--- config.mk ---
export PLATFORM = sky130hd
export DESIGN_NAME = branch_resolve_unit_flat
export DESIGN_NICKNAME = d
export VERILOG_FILES = /design/src/rtl/bp_pkg.sv /design/src/rtl/branch_resolve_unit_if.sv /design/src/rtl/bru_pred_fifo.sv /design/src/rtl/branch_resolve_unit.sv /design/src/flat_wrapper.sv
export SDC_FILE = /design/constraint.sdc
export NUM_CORES = 1
export LEC_CHECK = 0
export CAP_MARGIN = 20
export CORE_UTILIZATION = 56
export CTS_BUF_LIST = sky130_fd_sc_hd__clkbuf_16
export DETAILED_ROUTE_END_ITERATION = 10
export GPL_ROUTABILITY_DRIVEN = 0
export PLACE_DENSITY = 0.82
export SETUP_SLACK_MARGIN = 0.1
export SLEW_MARGIN = 25
export SYNTH_ARGS = -nofsm -noshare
export SYNTH_HDL_FRONTEND = slang
export SYNTH_HIERARCHICAL = 1
export SYNTH_SLANG_ARGS = --single-unit
--- constraint.sdc ---
create_clock -name clk -period 9.4 [get_ports clk]
set_clock_uncertainty 0.2 [all_clocks]
set_input_delay 1.88 -clock clk [delete_from_list [all_inputs] [get_ports clk]]
set_output_delay 1.88 -clock clk [all_outputs]
set_load 0.01 [all_outputs]
--- src/rtl/bp_pkg.sv ---
// Branch prediction types shared by fetch, predictor and branch_resolve_unit.
package bp_pkg;

  localparam int unsigned PC_W       = 4;
  localparam int unsigned MISS_CNT_W = 8;

  typedef struct packed {
    logic [PC_W-1:0] pc;
    logic            taken;
    logic [PC_W-1:0] target;
  } pred_entry_t;

  // Fall-through PC of a branch; wraps at the top of the PC space.
  function automatic logic [PC_W-1:0] pc_incr(input logic [PC_W-1:0] pc);
    return pc + PC_W'(1);
  endfunction

endpackage

--- src/rtl/branch_resolve_unit_if.sv ---
// Fetch/execute-facing bundle of branch_resolve_unit: prediction push, resolve, update and flush.
interface branch_resolve_unit_if;
  import bp_pkg::*;

  logic                  pred_valid;
  logic                  pred_ready;
  logic [PC_W-1:0]       pred_pc;
  logic                  pred_taken;
  logic [PC_W-1:0]       pred_target;
  logic                  res_valid;
  logic                  res_taken;
  logic [PC_W-1:0]       res_target;
  logic                  branch_resolved_pc_valid;
  logic [PC_W-1:0]       branch_resolved_pc;
  logic [PC_W-1:0]       branch_resolved_target_pc;
  logic                  branch_resolved_taken;
  logic                  flush;
  logic [PC_W-1:0]       redirect_pc;
  logic [MISS_CNT_W-1:0] mispredict_count;
  logic                  underflow_err;

  modport master (
    output pred_valid, pred_pc, pred_taken, pred_target,
    output res_valid, res_taken, res_target,
    input  pred_ready, branch_resolved_pc_valid, branch_resolved_pc,
    input  branch_resolved_target_pc, branch_resolved_taken,
    input  flush, redirect_pc, mispredict_count, underflow_err
  );

  modport slave (
    input  pred_valid, pred_pc, pred_taken, pred_target,
    input  res_valid, res_taken, res_target,
    output pred_ready, branch_resolved_pc_valid, branch_resolved_pc,
    output branch_resolved_target_pc, branch_resolved_taken,
    output flush, redirect_pc, mispredict_count, underflow_err
  );
endinterface

--- src/rtl/bru_pred_fifo.sv ---
// In-order circular queue of in-flight predictions; clear wins over push/pop.
module bru_pred_fifo
  import bp_pkg::*;
#(
  parameter int unsigned DEPTH = 4
) (
  input  logic        clk,
  input  logic        reset,
  input  logic        push,
  input  logic        pop,
  input  logic        clear,
  input  pred_entry_t din,
  output pred_entry_t head,
  output logic        full,
  output logic        empty
);

  localparam int unsigned PTR_W = (DEPTH > 1) ? $clog2(DEPTH) : 1;
  localparam int unsigned CNT_W = PTR_W + 1;

  pred_entry_t      mem [DEPTH];
  logic [PTR_W-1:0] rd_ptr;
  logic [PTR_W-1:0] wr_ptr;
  logic [CNT_W-1:0] count;
  logic             do_push;
  logic             do_pop;

  assign full    = (count == CNT_W'(DEPTH));
  assign empty   = (count == '0);
  assign do_push = push && !full && !clear;
  assign do_pop  = pop && !empty && !clear;
  assign head    = mem[rd_ptr];

  // DEPTH is a power of two, so pointers wrap by natural overflow.
  always_ff @(posedge clk or posedge reset) begin
    if (reset) begin
      rd_ptr <= '0;
      wr_ptr <= '0;
      count  <= '0;
    end else if (clear) begin
      rd_ptr <= '0;
      wr_ptr <= '0;
      count  <= '0;
    end else begin
      if (do_push) wr_ptr <= wr_ptr + PTR_W'(1);
      if (do_pop)  rd_ptr <= rd_ptr + PTR_W'(1);
      count <= count + CNT_W'(do_push) - CNT_W'(do_pop);
    end
  end

  always_ff @(posedge clk) begin
    if (do_push) mem[wr_ptr] <= din;
  end

endmodule

--- src/rtl/branch_resolve_unit.sv ---
// Pairs execute-stage resolves with queued predictions, emitting predictor updates and flushes.
// Build option: BRU_UPDATE_ALL_EN strobes the predictor update on every resolve, not just mispredicts.
module branch_resolve_unit
  import bp_pkg::*;
#(
  parameter int unsigned DEPTH = 4
) (
  input  logic                  clk,
  input  logic                  reset,
  branch_resolve_unit_if.slave  bus
);

  pred_entry_t           head_c;
  pred_entry_t           push_entry_c;
  logic                  full_c;
  logic                  empty_c;
  logic                  resolve_c;
  logic                  mispredict_c;
  logic                  strobe_c;

  logic                  upd_valid_q;
  logic [PC_W-1:0]       upd_pc_q;
  logic [PC_W-1:0]       upd_target_q;
  logic                  upd_taken_q;
  logic                  flush_q;
  logic [PC_W-1:0]       redirect_q;
  logic [MISS_CNT_W-1:0] miss_cnt_q;
  logic                  underflow_q;

  assign push_entry_c = '{pc: bus.pred_pc, taken: bus.pred_taken, target: bus.pred_target};
  assign resolve_c    = bus.res_valid && !empty_c;
  assign mispredict_c = resolve_c &&
                        ((bus.res_taken != head_c.taken) ||
                         (bus.res_taken && (bus.res_target != head_c.target)));

`ifdef BRU_UPDATE_ALL_EN
  assign strobe_c = resolve_c;
`else
  assign strobe_c = mispredict_c;
`endif

  // A mispredict clears the queue, which also drops any push in the same cycle.
  bru_pred_fifo #(.DEPTH(DEPTH)) u_fifo (
    .clk   (clk),
    .reset (reset),
    .push  (bus.pred_valid),
    .pop   (resolve_c),
    .clear (mispredict_c),
    .din   (push_entry_c),
    .head  (head_c),
    .full  (full_c),
    .empty (empty_c)
  );

  always_ff @(posedge clk or posedge reset) begin
    if (reset) begin
      upd_valid_q  <= 1'b0;
      upd_pc_q     <= '0;
      upd_target_q <= '0;
      upd_taken_q  <= 1'b0;
      flush_q      <= 1'b0;
      redirect_q   <= '0;
      miss_cnt_q   <= '0;
      underflow_q  <= 1'b0;
    end else begin
      upd_valid_q <= strobe_c;
      flush_q     <= mispredict_c;
      if (resolve_c) begin
        upd_pc_q     <= head_c.pc;
        upd_target_q <= bus.res_target;
        upd_taken_q  <= bus.res_taken;
      end
      if (mispredict_c) begin
        redirect_q <= bus.res_taken ? bus.res_target : pc_incr(head_c.pc);
        if (miss_cnt_q != {MISS_CNT_W{1'b1}}) miss_cnt_q <= miss_cnt_q + MISS_CNT_W'(1);
      end
      if (bus.res_valid && empty_c) underflow_q <= 1'b1;
    end
  end

  assign bus.pred_ready                = !full_c;
  assign bus.branch_resolved_pc_valid  = upd_valid_q;
  assign bus.branch_resolved_pc        = upd_pc_q;
  assign bus.branch_resolved_target_pc = upd_target_q;
  assign bus.branch_resolved_taken     = upd_taken_q;
  assign bus.flush                     = flush_q;
  assign bus.redirect_pc               = redirect_q;
  assign bus.mispredict_count          = miss_cnt_q;
  assign bus.underflow_err             = underflow_q;

endmodule

--- src/flat_wrapper.sv ---
// flat-port wrapper written by rule: the top's interface ports become plain ports
module branch_resolve_unit_flat import bp_pkg::*;
#(
  parameter int unsigned DEPTH = 4
)
  (clk, reset, bus_pred_valid, bus_pred_pc, bus_pred_taken, bus_pred_target, bus_res_valid, bus_res_taken, bus_res_target, bus_pred_ready, bus_branch_resolved_pc_valid, bus_branch_resolved_pc, bus_branch_resolved_target_pc, bus_branch_resolved_taken, bus_flush, bus_redirect_pc, bus_mispredict_count, bus_underflow_err);
  branch_resolve_unit_if bus_i ();
  input  logic clk;
  input  logic reset;
  input wire logic [$bits(bus_i.pred_valid)-1:0] bus_pred_valid;
  input wire logic [$bits(bus_i.pred_pc)-1:0] bus_pred_pc;
  input wire logic [$bits(bus_i.pred_taken)-1:0] bus_pred_taken;
  input wire logic [$bits(bus_i.pred_target)-1:0] bus_pred_target;
  input wire logic [$bits(bus_i.res_valid)-1:0] bus_res_valid;
  input wire logic [$bits(bus_i.res_taken)-1:0] bus_res_taken;
  input wire logic [$bits(bus_i.res_target)-1:0] bus_res_target;
  output wire logic [$bits(bus_i.pred_ready)-1:0] bus_pred_ready;
  output wire logic [$bits(bus_i.branch_resolved_pc_valid)-1:0] bus_branch_resolved_pc_valid;
  output wire logic [$bits(bus_i.branch_resolved_pc)-1:0] bus_branch_resolved_pc;
  output wire logic [$bits(bus_i.branch_resolved_target_pc)-1:0] bus_branch_resolved_target_pc;
  output wire logic [$bits(bus_i.branch_resolved_taken)-1:0] bus_branch_resolved_taken;
  output wire logic [$bits(bus_i.flush)-1:0] bus_flush;
  output wire logic [$bits(bus_i.redirect_pc)-1:0] bus_redirect_pc;
  output wire logic [$bits(bus_i.mispredict_count)-1:0] bus_mispredict_count;
  output wire logic [$bits(bus_i.underflow_err)-1:0] bus_underflow_err;
  assign bus_i.pred_valid = bus_pred_valid;
  assign bus_i.pred_pc = bus_pred_pc;
  assign bus_i.pred_taken = bus_pred_taken;
  assign bus_i.pred_target = bus_pred_target;
  assign bus_i.res_valid = bus_res_valid;
  assign bus_i.res_taken = bus_res_taken;
  assign bus_i.res_target = bus_res_target;
  assign bus_pred_ready = bus_i.pred_ready;
  assign bus_branch_resolved_pc_valid = bus_i.branch_resolved_pc_valid;
  assign bus_branch_resolved_pc = bus_i.branch_resolved_pc;
  assign bus_branch_resolved_target_pc = bus_i.branch_resolved_target_pc;
  assign bus_branch_resolved_taken = bus_i.branch_resolved_taken;
  assign bus_flush = bus_i.flush;
  assign bus_redirect_pc = bus_i.redirect_pc;
  assign bus_mispredict_count = bus_i.mispredict_count;
  assign bus_underflow_err = bus_i.underflow_err;
  branch_resolve_unit #(.DEPTH(DEPTH)) u_core (.clk(clk), .reset(reset), .bus(bus_i));
endmodule
==> out/qor.csv, run 1 <==
metric,value,unit
nets,254,
die_h,73.64,um
cp-start-kind,primary input,
numCtsBuffers,9,
grt_pass1_vias,1714,
postSynthCellCount,181,
pre_cts_slack,3495,ps
synth_flop_cell,edfxtp_1,
slew_viol_final,0,
antenna_found_initial,0,
cts_sinks,66,
most-common-layout-cells,"clkdlybuf4s50_1 (42), edfxtp_1 (36), dfrtp_1 (30)",
nFillCells,323,
port_buffers,42,
ctsHtreeMaxLevel,3,
synth_area_leaders,"edfxtp_1 (38%), dfrtp_1 (26%), mux4_2 (7.1%)",
placed_cell_area,0.003333,mm2
setup_viol,0,
peakVddDrop,158.9,uV
ys_ff_latch,66,
fmax,192.3,MHz
overflow,0,
timing.hold.ws,258.7,ps
netlist_area,0.002874,mm2
clk_pin_slew,50,ps
p_leak,1.386,nW
synth_edf_count,36,
grt_max_degree,25,
hold_class,flop to flop,
stdcell_area,0.003598,mm2
maxCapViolations,0,
synth.distinct_cells,39,
rows,25,
worstPathArrival,5180,ps
yosysTopAreaCell,edfxtp_1,
ys_seq_area_share,63.74,%
wirelength,5283,um
ctsHoldBuffers,0,
synth_top_area_share,37.61,%
rsz0062_at_grt,false,
drc,0,
drt_iter0_drc,114,
final_common_cell,clkdlybuf4s50_1,
via_per_inst,5.528,
syn-num-nets,208,
insertedDiodeCount,0,
fin_crit_sh,55.33,%
min_period,5201,ps
num_io_pins,43,
die_x,73.64,um
grtUsageTotal,22.53,%
yosys_warnings,6,
area_growth,25.21,%
crit_top_cell,inv_1,
root_buffer,clkbuf_16,
relSlewSlack,43.84,%
drive_above_1_share,18.53,%
ys_async_sr_fraction,45.45,%
path_cells,clkdlybuf4s50_1 -> nor2b_2 -> o21ai_0 -> a41oi_4 -> nor3_2 -> inv_1 -> ha_1 -> inv_1 -> ha_1 -> inv_1 -> fa_1 -> xnor2_1 -> nor2_1,
core-area,0.004817,mm2
cts_tree,yes,
worst_path_max_delay_cell,a41oi_4,
critPathMaxFanout,24,
wl_per_cell,17.67,um
route.vias.total,1653,
tightest_slew,841.5,ps
ctsResizeCount,0,
postCtsSetupBuffers,0,
dr.pass1.iters,4,
cpPeakStageDelay,670,ps
clk_latency,330,ps
ctsLongestPathBuffers,2,
grt_pass1_wl,8466,um
hold_violations,0,
post-route-util,74.70,%
cellPowerDensity,314.8,mW/mm2
critical_path_class,primary input to flop,
status,"complete, no violations",
syn_area_per_cell,15.88,um2
initial_core_util,59.66,%
finalWorstSetupSlack,4199,ps
dieArea,0.005423,mm2
hpwl,3500,um
setup_tns,0,ps
crit_required,9380,ps
end_kind,flop,
ant_nets,0,
-- report_power, final --
part	switching [W]	total [W]	internal (W)
clock network	0.000116	0.000290	0.000175
logic	0.000174	0.000389	0.000215
registers	0.0000654	0.000454	0.000388
total	0.000355	0.00113	0.000778
-- final cells by class --
cell class / instances / area, um2 / area share, %
Clock inverter: 7 / 37.54 / 1.043
Multi-Input combinational cell: 99 / 965.9 / 26.84
Sequential cell: 66 / 1832 / 50.90
Clock buffer: 9 / 225.2 / 6.259
Tap cell: 67 / 83.83 / 2.330
Inverter: 9 / 33.78 / 0.9388
Timing Repair Buffer: 42 / 420.4 / 11.68
-- final timing paths --
path                       cells after the start                                            to  slack [ps]                            startpoint
min in group asynchronous                      2           u_core/u_fifo/wr_ptr[0]$_DFFE_PP0P_        1610                                 reset
setup / recovery                              13              u_core/u_fifo/count[2]$_DFF_PP0_        4200                         bus_res_valid
max in group asynchronous                      2  u_core/bus.branch_resolved_taken$_DFFE_PP0P_        6620                                 reset
hold reg to reg                                1          u_core/bus.underflow_err$_DFFE_PP0P_         260  u_core/bus.underflow_err$_DFFE_PP0P_
setup reg to reg                              13              u_core/u_fifo/count[2]$_DFF_PP0_        5260   u_core/u_fifo/rd_ptr[0]$_DFFE_PP0P_
hold / removal                                 1          u_core/bus.underflow_err$_DFFE_PP0P_         260  u_core/bus.underflow_err$_DFFE_PP0P_
-- cell families (layout without fill, tap and decap cells) --
family | count (synthesis) | count (layout) | share of synthesized area (%)
adders and majority gates | 9 | 9 | 4.180
muxes | 24 | 24 | 13.10
and+or+nand+nor | 37 | 37 | 7.967
xor gates and xnor gates | 16 | 16 | 4.876
buffers and inverters | 16 | 67 | 2.742
DFF | 66 | 66 | 63.74
AOI/OAI and AO/OA | 13 | 13 | 3.396
-- registers in the layout, indices dropped and copies added (netlist names) --
name,count
u_core/u_fifo/mem,36
u_core/bus.mispredict_count,8
u_core/bus.branch_resolved_pc,4
u_core/bus.branch_resolved_target_pc,4
u_core/bus.redirect_pc,4
u_core/u_fifo/count,3
u_core/u_fifo/rd_ptr,2
u_core/u_fifo/wr_ptr,2
u_core/bus.branch_resolved_taken,1
u_core/bus.flush,1
u_core/bus.underflow_err,1
-- critical path, delay by kind of cell --
kind            cells  cell delay, ps
simple gates        3             750
fa+ha+maj           3             730
compound gates      2             950
buf+inv             4             700
xor+xnor            1             160
-- synthesized netlist by cell type, drive strengths merged (2+ instances only) --
master / n
and3: 4
xor2: 9
a21oi: 3
mux2: 13
nand4: 2
inv: 8
edfxtp: 36
nand2b: 2
nor2b: 2
dfrtp: 30
and2: 6
mux4: 9
mux2i: 2
o21ai: 5
nor2: 7
nand2: 4
nand3: 3
buf: 6
nor3: 3
xnor2: 7
ha: 8
-- metrics by stage --
stage	cells	total power (W)
2_1_floorplan	181	0.0006911
3_3_place_gp	283	0.0008203
3_5_place_dp	283	0.0008458
4_1_cts	299	0.001143
5_1_grt	299	0.001197
6_report	299	0.001133
-- routing by layer --
metal	vias up	share of wire [%]	track usage [%]
li1	757	-	-
met1	836	42	26.58
met2	49	51	38.02
met3	11	4.2	5.487
met4	0	2.3	12.18
met5	-	0	0
(Power assumes the default switching activity.)
==> run 2: changes to the inputs <==
--- a/config.mk
+++ b/config.mk
@@ -6,11 +6,11 @@
 export NUM_CORES = 1
 export LEC_CHECK = 0
 export CAP_MARGIN = 20
-export CORE_UTILIZATION = 56
+export CORE_UTILIZATION = 53
 export CTS_BUF_LIST = sky130_fd_sc_hd__clkbuf_16
 export DETAILED_ROUTE_END_ITERATION = 10
 export GPL_ROUTABILITY_DRIVEN = 0
-export PLACE_DENSITY = 0.82
+export PLACE_DENSITY = 0.78
 export SETUP_SLACK_MARGIN = 0.1
 export SLEW_MARGIN = 25
 export SYNTH_ARGS = -nofsm -noshare
==> constraint.sdc (replaced) <==
create_clock -name clk -period 4.8 [get_ports clk]
set_clock_uncertainty 0.2 [all_clocks]
set_input_delay 0.96 -clock clk [delete_from_list [all_inputs] [get_ports clk]]
set_output_delay 0.96 -clock clk [all_outputs]
set_load 0.01 [all_outputs]
==> run 2 against run 1 <==
Net effect: register-to-register slack worse by 4300 ps; non-clock buffer count up 2; core utilization down 4.3 points; combinational power up 95%; total power up 100%; die area up 5.5%; critical path depth unchanged; highest routed layer unchanged; global-route usage down 0.32 points.
==> out/qor.csv, run 2 (synthesized netlist as in run 1, its figures left out) <==
metric,value,unit
antenna_found_initial,0,
die_x,75.64,um
route.vias.total,1660,
hold_violations,0,
postCtsSetupBuffers,0,
status,"complete, no violations",
overflow,0,
fin_crit_sh,80.10,%
insertedDiodeCount,0,
clk_pin_slew,50,ps
initial_core_util,55.56,%
drc,0,
num_io_pins,43,
dr.pass1.iters,4,
ctsLongestPathBuffers,2,
die_h,75.64,um
setup_viol,0,
cp-start-kind,flop,
rows,26,
numCtsBuffers,9,
dieArea,0.005721,mm2
grt_pass1_vias,1697,
cts_tree,yes,
clockPowerShare,27.4,%
critical_path_class,flop to flop,
ctsHoldBuffers,0,
pre_cts_slack,861.6,ps
end_kind,flop,
port_buffers,42,
grtUsageTotal,22.21,%
ant_nets,0,
grt_pass1_wl,8569,um
nFillCells,345,
ctsHtreeMaxLevel,3,
regMostFlops,u_core/u_fifo/mem,
wl_per_cell,17.26,um
p_sw,0.0006874,W
most-common-layout-cells,"clkdlybuf4s50_1 (42), edfxtp_1 (36), dfrtp_1 (30)",
nets,256,
largest_reg_flops,36,
peakVddDrop,341.0,uV
via_per_inst,5.461,
relSlewSlack,41.04,%
area_growth,26.64,%
drt_iter0_drc,67,
grt_max_degree,24,
rsz0062_at_grt,false,
ctsResizeCount,0,
worstPathArrival,3840,ps
min_period,3845,ps
core-area,0.005172,mm2
p_leak,1.407,nW
setup_tns,0,ps
p_seq_share,39.1,%
finalWorstSetupSlack,955.1,ps
maxCapViolations,0,
final_common_cell,clkdlybuf4s50_1,
power_frac_comb,33.5,%
cellPowerDensity,623.7,mW/mm2
drive_above_1_share,18.38,%
wirelength,5248,um
critPathMaxFanout,11,
hold_class,flop to flop,
hpwl,3583,um
tightest_slew,883.4,ps
cts_sinks,66,
crit_required,4790,ps
p_sw_share,30.28,%
slew_viol_final,0,
clk_latency,330,ps
root_buffer,clkbuf_16,
p_int,0.001583,W
fmax,260.1,MHz
-- run 2: path summary, 6_finish.rpt --
path	from	endpoint	slack, ps	cells past startpoint
max	u_core/u_fifo/rd_ptr[0]$_DFFE_PP0P_	u_core/u_fifo/count[2]$_DFF_PP0_	960	13
max reg2reg	u_core/u_fifo/rd_ptr[0]$_DFFE_PP0P_	u_core/u_fifo/count[2]$_DFF_PP0_	960	13
min in group asynchronous	reset	u_core/u_fifo/rd_ptr[1]$_DFFE_PP0P_	690	2
max in group asynchronous	reset	u_core/bus.branch_resolved_target_pc[2]$_DFFE_PP0P_	2900	2
min	u_core/bus.underflow_err$_DFFE_PP0P_	u_core/bus.underflow_err$_DFFE_PP0P_	260	1
min reg2reg	u_core/bus.underflow_err$_DFFE_PP0P_	u_core/bus.underflow_err$_DFFE_PP0P_	260	1
-- run 2: layer usage --
layer / global-route usage [%] / up-vias / part of all wire, %
met1: 26.97 / 834 / 41
li1: - / 757 / -
met2: 36.61 / 55 / 52
met5: 0 / - / 0
met4: 13.17 / 0 / 2.9
met3: 5.026 / 14 / 4.1
-- run 2: cell type report --
class | count | area [um2] | share of cell area [%]
sequential | 66 | 1832 | 50.33
multi-input combinational | 99 | 963.4 | 26.47
timing repair buffer | 44 | 435.4 | 11.96
clock buffer | 9 | 225.2 | 6.188
tap | 70 | 87.58 | 2.406
clock inverter | 7 | 62.56 | 1.719
inverter | 9 | 33.78 | 0.9282
-- run 2: power groups by stage --
stage / combinational (W) / clock, W / sequential [W]
after detailed placement: 0.000761 / 0 / 0.000900
after global routing: 0.000838 / 0.000654 / 0.000911
after CTS: 0.000770 / 0.000633 / 0.000892
final: 0.000760 / 0.000622 / 0.000887
after floorplan: 0.000463 / 0 / 0.000891
after global placement: 0.000732 / 0 / 0.000884
-- run 2: worst max-delay path: stages (launching register included) --
cell and delay, ps:
dfrtp_1 760, mux4_2 610, xor2_1 160, nor3_2 250, a41oi_4 220, nor3_2 310
inv_1 80, ha_1 280, inv_1 60, ha_1 130, inv_1 50, fa_1 370
xnor2_1 160, nor2_1 60
-- run 2: through the flow --
step                      hold WS [ps]  cells  instance area [um2]  utilization, %  power [W]
after floorplan                  293.2    181                 2874               -   0.001353
after global placement           242.9    288                 3352           64.80   0.001616
after detailed placement         249.7    288                 3352           64.80   0.001661
after CTS                        261.2    304                 3640           70.37   0.002295
after global routing             295.6    304                 3640           70.37   0.002403
final                            257.0    304                 3640           70.37   0.002270
==> run 3: changes to the inputs <==
==> constraint.sdc (replaced) <==
create_clock -name clk -period 3.8 [get_ports clk]
set_clock_uncertainty 0.2 [all_clocks]
set_input_delay 0.76 -clock clk [delete_from_list [all_inputs] [get_ports clk]]
set_output_delay 0.76 -clock clk [all_outputs]
set_load 0.01 [all_outputs]
==> run 3 against run 2 <==
Net effect: fmax increased by 11%; via count up 1.3%; routed wire length rose by 3.9%; first-iteration DRC count is 24% higher.
==> out/qor.csv, run 3 (synthesized netlist as in run 1, its figures left out) <==
metric,value,unit
status,"complete, no violations",
clk_pin_slew,50,ps
largest_reg_flops,36,
initial_core_util,55.56,%
wirelength,5454,um
final_common_cell,clkdlybuf4s50_1,
tightest_slew,841.2,ps
grt_pass1_wl,8383,um
rsz0062_at_grt,false,
p_total,0.003071,W
pre_cts_slack,115.8,ps
num_io_pins,43,
drive_above_1_share,21.10,%
most-common-layout-cells,"clkdlybuf4s50_1 (42), edfxtp_1 (36), dfrtp_1 (29)",
peakVddDrop,467.4,uV
p_leak,1.446,nW
route.vias.total,1682,
critPathMaxFanout,6,
dieArea,0.005721,mm2
relSlewSlack,43.86,%
postCtsSetupBuffers,0,
grtUsageTotal,22.02,%
setup_tns,0,ps
nets,259,
grt_pass1_vias,1693,
hpwl,3720,um
regMostFlops,u_core/u_fifo/mem,
p_sw_share,29.78,%
die_x,75.64,um
ant_nets,0,
clk_latency,330,ps
root_buffer,clkbuf_16,
grt_max_degree,24,
die_h,75.64,um
maxCapViolations,0,
ctsLongestPathBuffers,2,
hold_violations,0,
p_seq_share,36.1,%
fin_crit_sh,91.25,%
instances_no_fill,307,
cellPowerDensity,824.5,mW/mm2
ctsHoldBuffers,0,
slew_viol_final,0,
critical_path_class,flop to flop,
p_int,0.002156,W
finalWorstSetupSlack,332.6,ps
min_period,3467,ps
dr.pass1.iters,4,
fmax,288.4,MHz
rows,26,
port_buffers,42,
worstPathArrival,3470,ps
antenna_found_initial,0,
cts_sinks,66,
cts_tree,yes,
setup_viol,0,
drt_iter0_drc,83,
crit_required,3800,ps
clockPowerShare,30.9,%
area_growth,29.60,%
drc,0,
via_per_inst,5.479,
overflow,0,
numCtsBuffers,9,
ctsHtreeMaxLevel,3,
cp-start-kind,flop,
end_kind,flop,
p_sw,0.0009146,W
dp.cells,291,
insertedDiodeCount,0,
hold_class,flop to flop,
core-area,0.005172,mm2
r2r_slack,330,ps
post-route-util,72.01,%
wl_per_cell,17.77,um
power_frac_comb,32.9,%
run 3: cell types whose count changed in the layout (fill, tap and decap cells not counted), sizes merged:
| cell | previous run | this run |
|---|---|---|
| bufinv | 1 | 3 |
| clkinv | 5 | 2 |
| inv | 9 | 10 |
| buf | 2 | 5 |
run 3: path summary, 6_finish.rpt:
path                                                            from                                             endpoint  depth (start not counted)
max in group asynchronous                                      reset  u_core/bus.branch_resolved_target_pc[3]$_DFFE_PP0P_                          2
worst max-delay path             u_core/u_fifo/rd_ptr[0]$_DFFE_PP0P_                     u_core/u_fifo/count[2]$_DFF_PP0_                         13
worst min register to register  u_core/bus.underflow_err$_DFFE_PP0P_                 u_core/bus.underflow_err$_DFFE_PP0P_                          1
worst max register to register   u_core/u_fifo/rd_ptr[0]$_DFFE_PP0P_                     u_core/u_fifo/count[2]$_DFF_PP0_                         13
min in group asynchronous                                      reset                  u_core/u_fifo/rd_ptr[1]$_DFFE_PP0P_                          2
worst min-delay path            u_core/bus.underflow_err$_DFFE_PP0P_                 u_core/bus.underflow_err$_DFFE_PP0P_                          1
run 3: repair_timing:
item / CTS / global route
endpoints found under the setup margin: 0 / 1
resized for setup: 0 / 1
hold endpoints to repair: 0 / 0
run 3: worst max-delay path, cell delays in order, from the launching register on:
cell     delay [ps]
dfrtp_2         480
mux4_2          540
xor2_1          160
nor3_2          300
a41oi_4         170
nor3_2          290
inv_1            70
ha_1            270
inv_1            60
ha_1            130
inv_1            60
fa_1            380
xnor2_1         170
nor2_1           60
run 3: area by class of cell:
type	instances	area (um2)
Multi-Input combinational cell	99	963.4
Timing Repair Buffer	47	457.9
Sequential cell	66	1833
Tap cell	70	87.58
Clock buffer	9	225.2
Clock inverter	7	123.9
Fill cell	314	1448
Inverter	9	33.78
run 3: layer usage:
layer	share of wire, %	global-route usage (%)	vias to the layer above
li1	-	-	768
met1	40	24.95	843
met2	53	37.70	62
met3	4.9	7.672	9
met4	1.7	10.08	0
met5	0	0	-
run 3: through the flow:
stage / cell area, um2 / hold slack, ps
2_1_floorplan: 2874 / 293.2
3_3_place_gp: 3374 / 241.2
3_5_place_dp: 3374 / 244.2
4_1_cts: 3724 / 255.4
5_1_grt: 3725 / 284.2
6_report: 3725 / 249.5
run 3: power groups by stage:
stage / combinational [W] / sequential, W / clock (W)
6_report: 0.00101 / 0.00111 / 0.000950
2_1_floorplan: 0.000584 / 0.00113 / 0
3_3_place_gp: 0.000961 / 0.00110 / 0
5_1_grt: 0.00110 / 0.00114 / 0.000996
3_5_place_dp: 0.00100 / 0.00112 / 0
4_1_cts: 0.00102 / 0.00111 / 0.000967
